<file path="src/rtl/armleocpu_divider_controller.sv">
// Signed/unsigned RV32M divide controller around an unsigned divider.
// Handles sign fixup, special-case shortcuts, kill and drain.
module armleocpu_divider_controller #(
  parameter bit SHORTCUT_SPECIAL = 1'b1
) (
  input  logic        clk,
  input  logic        rst_n,
  input  logic        req_valid,
  output logic        req_ready,
  input  logic [1:0]  req_op,
  input  logic [31:0] req_rs1,
  input  logic [31:0] req_rs2,
  input  logic        kill,
  output logic        resp_valid,
  input  logic        resp_ready,
  output logic [31:0] resp_result,
  output logic        div_fetch,
  output logic [31:0] div_dividend,
  output logic [31:0] div_divisor,
  input  logic        div_ready,
  input  logic        div_division_by_zero,
  input  logic [31:0] div_quotient,
  input  logic [31:0] div_remainder
);

  typedef enum logic [2:0] {
    IDLE, ISSUE, WAIT, DRAIN, RESP
  } state_t;

  state_t      state, state_n;
  logic        op_rem, op_rem_n;
  logic        neg_q, neg_q_n;
  logic        neg_r, neg_r_n;
  logic [31:0] rs1_q, rs1_q_n;
  logic [31:0] result_n;
  logic [31:0] dividend_n, divisor_n;

  logic        req_signed;
  logic        is_dbz, is_ovf;
  logic [31:0] rs1_mag, rs2_mag;
  logic [31:0] quot_fix, rem_fix;

  assign req_signed = ~req_op[0];
  assign is_dbz = (req_rs2 == 32'd0);
  assign is_ovf = req_signed
    && (req_rs1 == 32'h8000_0000)
    && (req_rs2 == 32'hFFFF_FFFF);
  assign rs1_mag = (req_signed && req_rs1[31])
    ? (~req_rs1 + 32'd1) : req_rs1;
  assign rs2_mag = (req_signed && req_rs2[31])
    ? (~req_rs2 + 32'd1) : req_rs2;
  assign quot_fix = neg_q
    ? (~div_quotient + 32'd1) : div_quotient;
  assign rem_fix = neg_r
    ? (~div_remainder + 32'd1) : div_remainder;

  // Next-state, operand latch and result selection
  always_comb begin
    state_n    = state;
    op_rem_n   = op_rem;
    neg_q_n    = neg_q;
    neg_r_n    = neg_r;
    rs1_q_n    = rs1_q;
    result_n   = resp_result;
    dividend_n = div_dividend;
    divisor_n  = div_divisor;
    unique case (state)
      IDLE: begin
        if (req_valid) begin
          op_rem_n   = req_op[1];
          neg_q_n    = req_signed
            && (req_rs1[31] ^ req_rs2[31]);
          neg_r_n    = req_signed && req_rs1[31];
          rs1_q_n    = req_rs1;
          dividend_n = rs1_mag;
          divisor_n  = rs2_mag;
          if (SHORTCUT_SPECIAL && is_dbz) begin
            state_n  = RESP;
            result_n = req_op[1]
              ? req_rs1 : 32'hFFFF_FFFF;
          end else if (SHORTCUT_SPECIAL && is_ovf) begin
            state_n  = RESP;
            result_n = req_op[1]
              ? 32'd0 : 32'h8000_0000;
          end else begin
            state_n = ISSUE;
          end
        end
      end
      ISSUE: state_n = kill ? DRAIN : WAIT;
      WAIT: begin
        if (kill) begin
          state_n = div_ready ? IDLE : DRAIN;
        end else if (div_ready) begin
          state_n = RESP;
          if (div_division_by_zero)
            result_n = op_rem
              ? rs1_q : 32'hFFFF_FFFF;
          else
            result_n = op_rem
              ? rem_fix : quot_fix;
        end
      end
      DRAIN: begin
        if (div_ready) state_n = IDLE;
      end
      RESP: begin
        if (kill || resp_ready) state_n = IDLE;
      end
      default: state_n = IDLE;
    endcase
  end

  // State and registered outputs
  always_ff @(posedge clk or negedge rst_n) begin
    if (!rst_n) begin
      state        <= IDLE;
      op_rem       <= 1'b0;
      neg_q        <= 1'b0;
      neg_r        <= 1'b0;
      rs1_q        <= 32'd0;
      req_ready    <= 1'b1;
      resp_valid   <= 1'b0;
      resp_result  <= 32'd0;
      div_fetch    <= 1'b0;
      div_dividend <= 32'd0;
      div_divisor  <= 32'd0;
    end else begin
      state        <= state_n;
      op_rem       <= op_rem_n;
      neg_q        <= neg_q_n;
      neg_r        <= neg_r_n;
      rs1_q        <= rs1_q_n;
      req_ready    <= (state_n == IDLE);
      resp_valid   <= (state_n == RESP);
      resp_result  <= result_n;
      div_fetch    <= (state_n == ISSUE);
      div_dividend <= dividend_n;
      div_divisor  <= divisor_n;
    end
  end

endmodule

</file>
<file path="config.mk">
export PLATFORM = sky130hd
export DESIGN_NAME = armleocpu_divider_controller
export DESIGN_NICKNAME = d
export VERILOG_FILES = /design/src/rtl/armleocpu_divider_controller.sv
export SDC_FILE = /design/constraint.sdc
export NUM_CORES = 1
export LEC_CHECK = 0
export ABC_AREA = 1
export CAP_MARGIN = 15
export CORE_ASPECT_RATIO = 0.8
export CORE_MARGIN = 10
export CORE_UTILIZATION = 44
export CTS_CLUSTER_DIAMETER = 40
export DETAILED_ROUTE_END_ITERATION = 8
export GPL_ROUTABILITY_DRIVEN = 0
export GPL_TIMING_DRIVEN = 0
export PLACE_DENSITY = 0.7
export SLEW_MARGIN = 40
export SYNTH_ARGS = -nofsm -noshare
export SYNTH_HDL_FRONTEND = slang
export SYNTH_SLANG_ARGS = --single-unit
</file>
<file path="constraint.sdc">
create_clock -name clk -period 2.1 [get_ports clk]
set_input_delay 0.63 -clock clk [delete_from_list [all_inputs] [get_ports clk]]
set_output_delay 0.63 -clock clk [all_outputs]
set_load 0.01 [all_outputs]
</file>
==> impl_metrics.yaml <==
run_status:
  status: "finished, violations left"
  failed_checks: "negative setup slack"
clock_network:
  hold_buffers: 0
  cts_made_buffers: 17
  clk_latency_ns: 0.43
  cts_tree: "yes"
  htree_num_levels: 4
  clockBufferDepth: 2
  cts-root-buf: "clkbuf_16"
  cts.sinks: 136
  path_clk_slew_ns: 0.07
route:
  vias_per_cell: 5.629
  drc: 0
  ant_nets: 0
  drtIter0Drc: 1480
  avgRoutedWirePerCell_um: 19.38
  finalWirelength_um: 42830
  routed-via-count: 12441
  drt_pass1_iterations: 6
place:
  dp_hpwl_um: 33290
  pre_cts_slack_ns: -0.9496
  io_buffers: 235
  placed_area_mm2: 0.01278
setup_path:
  critPathMaxStageDelay_ns: 0.29
  startpoint_type: "primary input"
  path_depth: 16
  critPathBufInv: 4
  cp_cell_sequence: "dlygate4sd2_1 -> inv_2 -> ha_4 -> nand3_4 -> nor2_4 -> nand2_4 -> nor2_4 -> nand3_4 -> nand2_1 -> nand2_1 -> nand2_2 -> nand2_8 -> clkinv_8 -> buf_12 -> nand2_4 -> nand2_2"
  worst-setup-path-type: "primary input to flop"
  path_delay_family: "simple AND/OR/NAND/NOR gates"
  cp-end-kind: "flop"
  slowest_stage: "dlygate4sd2_1"
  path_max_fanout: 7
  rr_worst_depth: 8
  worstPathArrival_ns: 2.54
  required_ns: 2.48
timing:
  max_freq_mhz: 462.2
  grt_setup_unrepaired: "true"
  finalCriticalPeriod_ns: 2.164
  hold_viol: 0
  setup_slack_ns: -0.06357
  slew_headroom_pct: 47.36
  worst_pin_slew_ns: 0.7896
  fin_crit_sh_pct: 103.0
  holdWs_ns: 0.1528
  finalMaxSlewViolations: 0
  setup_viol: 33
  skew_ns: 0.01187
final_layout:
  area_growth_pct: 43.89
  layout-drive-gt1-share_pct: 15.01
  design_area_mm2: 0.01441
  seq_area_mm2: 0.003405
  nNetsFinal: 2028
  fin_util_pct: 64.24
  multi_input_area_mm2: 0.006314
  nFillCells: 2100
power_and_ir_drop:
  seqPwrFrac_pct: 27.9
  p_int_w: 0.009270
  leakage_nw: 6.769
  power_per_cell_area_mw_per_mm2: 1125
  clkPwrFrac_pct: 20.2
  p_comb_share_pct: 51.9
  p_sw_share_pct: 42.82
  p_switching_w: 0.006941
  ir_drop_mv: 0.6750
synthesis:
  netlist_area_mm2: 0.01002
  synthFlopType: "dfrtp_1"
  synth_cell_types: 46
  syn_nets: 1727
  yosys-top-cells-area: "dfrtp_1 (34%), nand2_1 (20%), nand3_1 (9.4%)"
  yosysMostFrequentCell: "nand2_1"
  synth_top_cell_area_share_pct: 33.72
  synth_largest_area_cell: "dfrtp_1"
  ys_warn_count: 0
  async_flop_share_pct: 100.0
  synth.avg_cell_area_um2: 6.320
  synth_common_cells: "nand2_1 (530), nor2_1 (200), nand3_1 (188)"
  synth_edf_count: 0
  ys_ff_latch: 136
  ys_seq_area_share_pct: 33.99
  netlist_instances: 1585
global_routing:
  grt_usage_pct: 27.90
  grt_pass1_vias: 11550
  antenna_found_initial: 8
  grt_max_degree: 72
  grt_pass1_wl_um: 65160
  overflow: 0
floorplan:
  die_h_um: 155.0
  initial_utilization_pct: 44.64
  dieWidth_um: 188.7
  dieArea_mm2: 0.02924
  ios: 236
  core_mm2: 0.02244
  core.rowCount: 49
worst_hold_path:
  hold_class: "primary input to async pin"
flow_run:
  cap_viol_max_count: 0
-- power by group through the flow --
stage                     sequential, W  clock, W  combinational, W
after global placement          0.00453         0           0.00767
after detailed placement        0.00453         0           0.00780
after global routing            0.00464   0.00340           0.00914
after CTS                       0.00450   0.00326           0.00802
final                           0.00453   0.00327           0.00841
after floorplan                 0.00474         0           0.00376
-- worst paths after layout --
path | from | end | slack (ns)
worst max-delay path | req_rs1[1] | resp_result[22] | -0.06
worst min-delay path | rst_n | resp_result[6] | 0.15
worst max register to register | op_rem | resp_result[17] | -0.03
worst min register to register | div_divisor[25] | div_divisor[25] | 0.48
max in group asynchronous | rst_n | div_divisor[14] | 1.19
min in group clk | div_divisor[25] | div_divisor[25] | 0.48
-- worst register-to-register path, cell delays in order, from the launching register on --
cell and delay, ns:
dfrtp_1 0.32, clkbuf_1 0.46, buf_1 0.55, nand3_1 0.31, nand3_1 0.20, nand2_1 0.07
nand2_1 0.08, nand2_2 0.05, nand2_1 0.04
-- layout make-up --
class | count | share of cell area [%]
Multi-Input combinational cell | 1237 | 43.80
Sequential cell | 136 | 23.62
Timing Repair Buffer | 282 | 19.08
Inverter | 144 | 3.889
Clock buffer | 21 | 3.194
Tap cell | 306 | 2.656
Buffer | 68 | 2.474
Clock inverter | 11 | 1.198
Antenna cell | 5 | 0.08681
-- layer usage --
| layer | routed length [µm] | part of all wire (%) | vias to the layer above | track usage [%] |
|---|---|---|---|---|
| li1 | - | - | 5795 | - |
| met1 | 18870 | 44 | 5812 | 39.93 |
| met2 | 17760 | 41 | 754 | 39.44 |
| met3 | 5305 | 12 | 74 | 9.160 |
| met4 | 847 | 2.0 | 6 | 6.639 |
| met5 | 44 | 0.10 | - | 0 |
-- registers in the layout, summed over array words and instances (netlist names), 3 cells and up --
signal / cells
div_dividend: 32
div_divisor: 32
resp_result: 32
rs1_q: 31
state: 3
-- cells in the final DEF, fill, tap and decap left out, types with 17 or more instances in the layout --
cell type and n:
o211ai_1 47, nand3_1 173, clkdlybuf4s50_1 150, clkbuf_1 38
inv_1 110, dlygate4sd2_1 60, nor2_1 151, o21ai_0 108
dfrtp_1 135, nand3b_1 17, nand2_1 483, inv_2 29
clkbuf_16 19, xor2_1 18, nor2_2 39, buf_4 45
nand2_2 46, a21oi_1 20
-- through the flow --
step / power [W] / TNS (ns) / cells
6_report: 0.01621 / -1.333 / 2210
5_1_grt: 0.01718 / -4.190 / 2207
4_1_cts: 0.01579 / -0.1521 / 2191
3_5_place_dp: 0.01233 / -75.48 / 2127
3_3_place_gp: 0.01221 / -760.21 / 2126
2_1_floorplan: 0.008502 / 0 / 1585
-- what timing repair did --
action                     CTS  global route
resized for setup          183           143
buffers inserted            31            12
gates cloned                 1             2
setup endpoints to repair   90            89
pin swaps                   28            41
-- logic make-up after synthesis --
| group | count (synthesis) | share of synthesized area (%) |
|---|---|---|
| compound gates | 215 | 12.72 |
| xor+xnor | 23 | 2.011 |
| fa+ha+maj | 5 | 0.6245 |
| buf+inv | 212 | 8.419 |
| flops | 136 | 33.99 |
| simple gates | 994 | 42.24 |
Note: power is estimated with default switching activity, not from simulation.
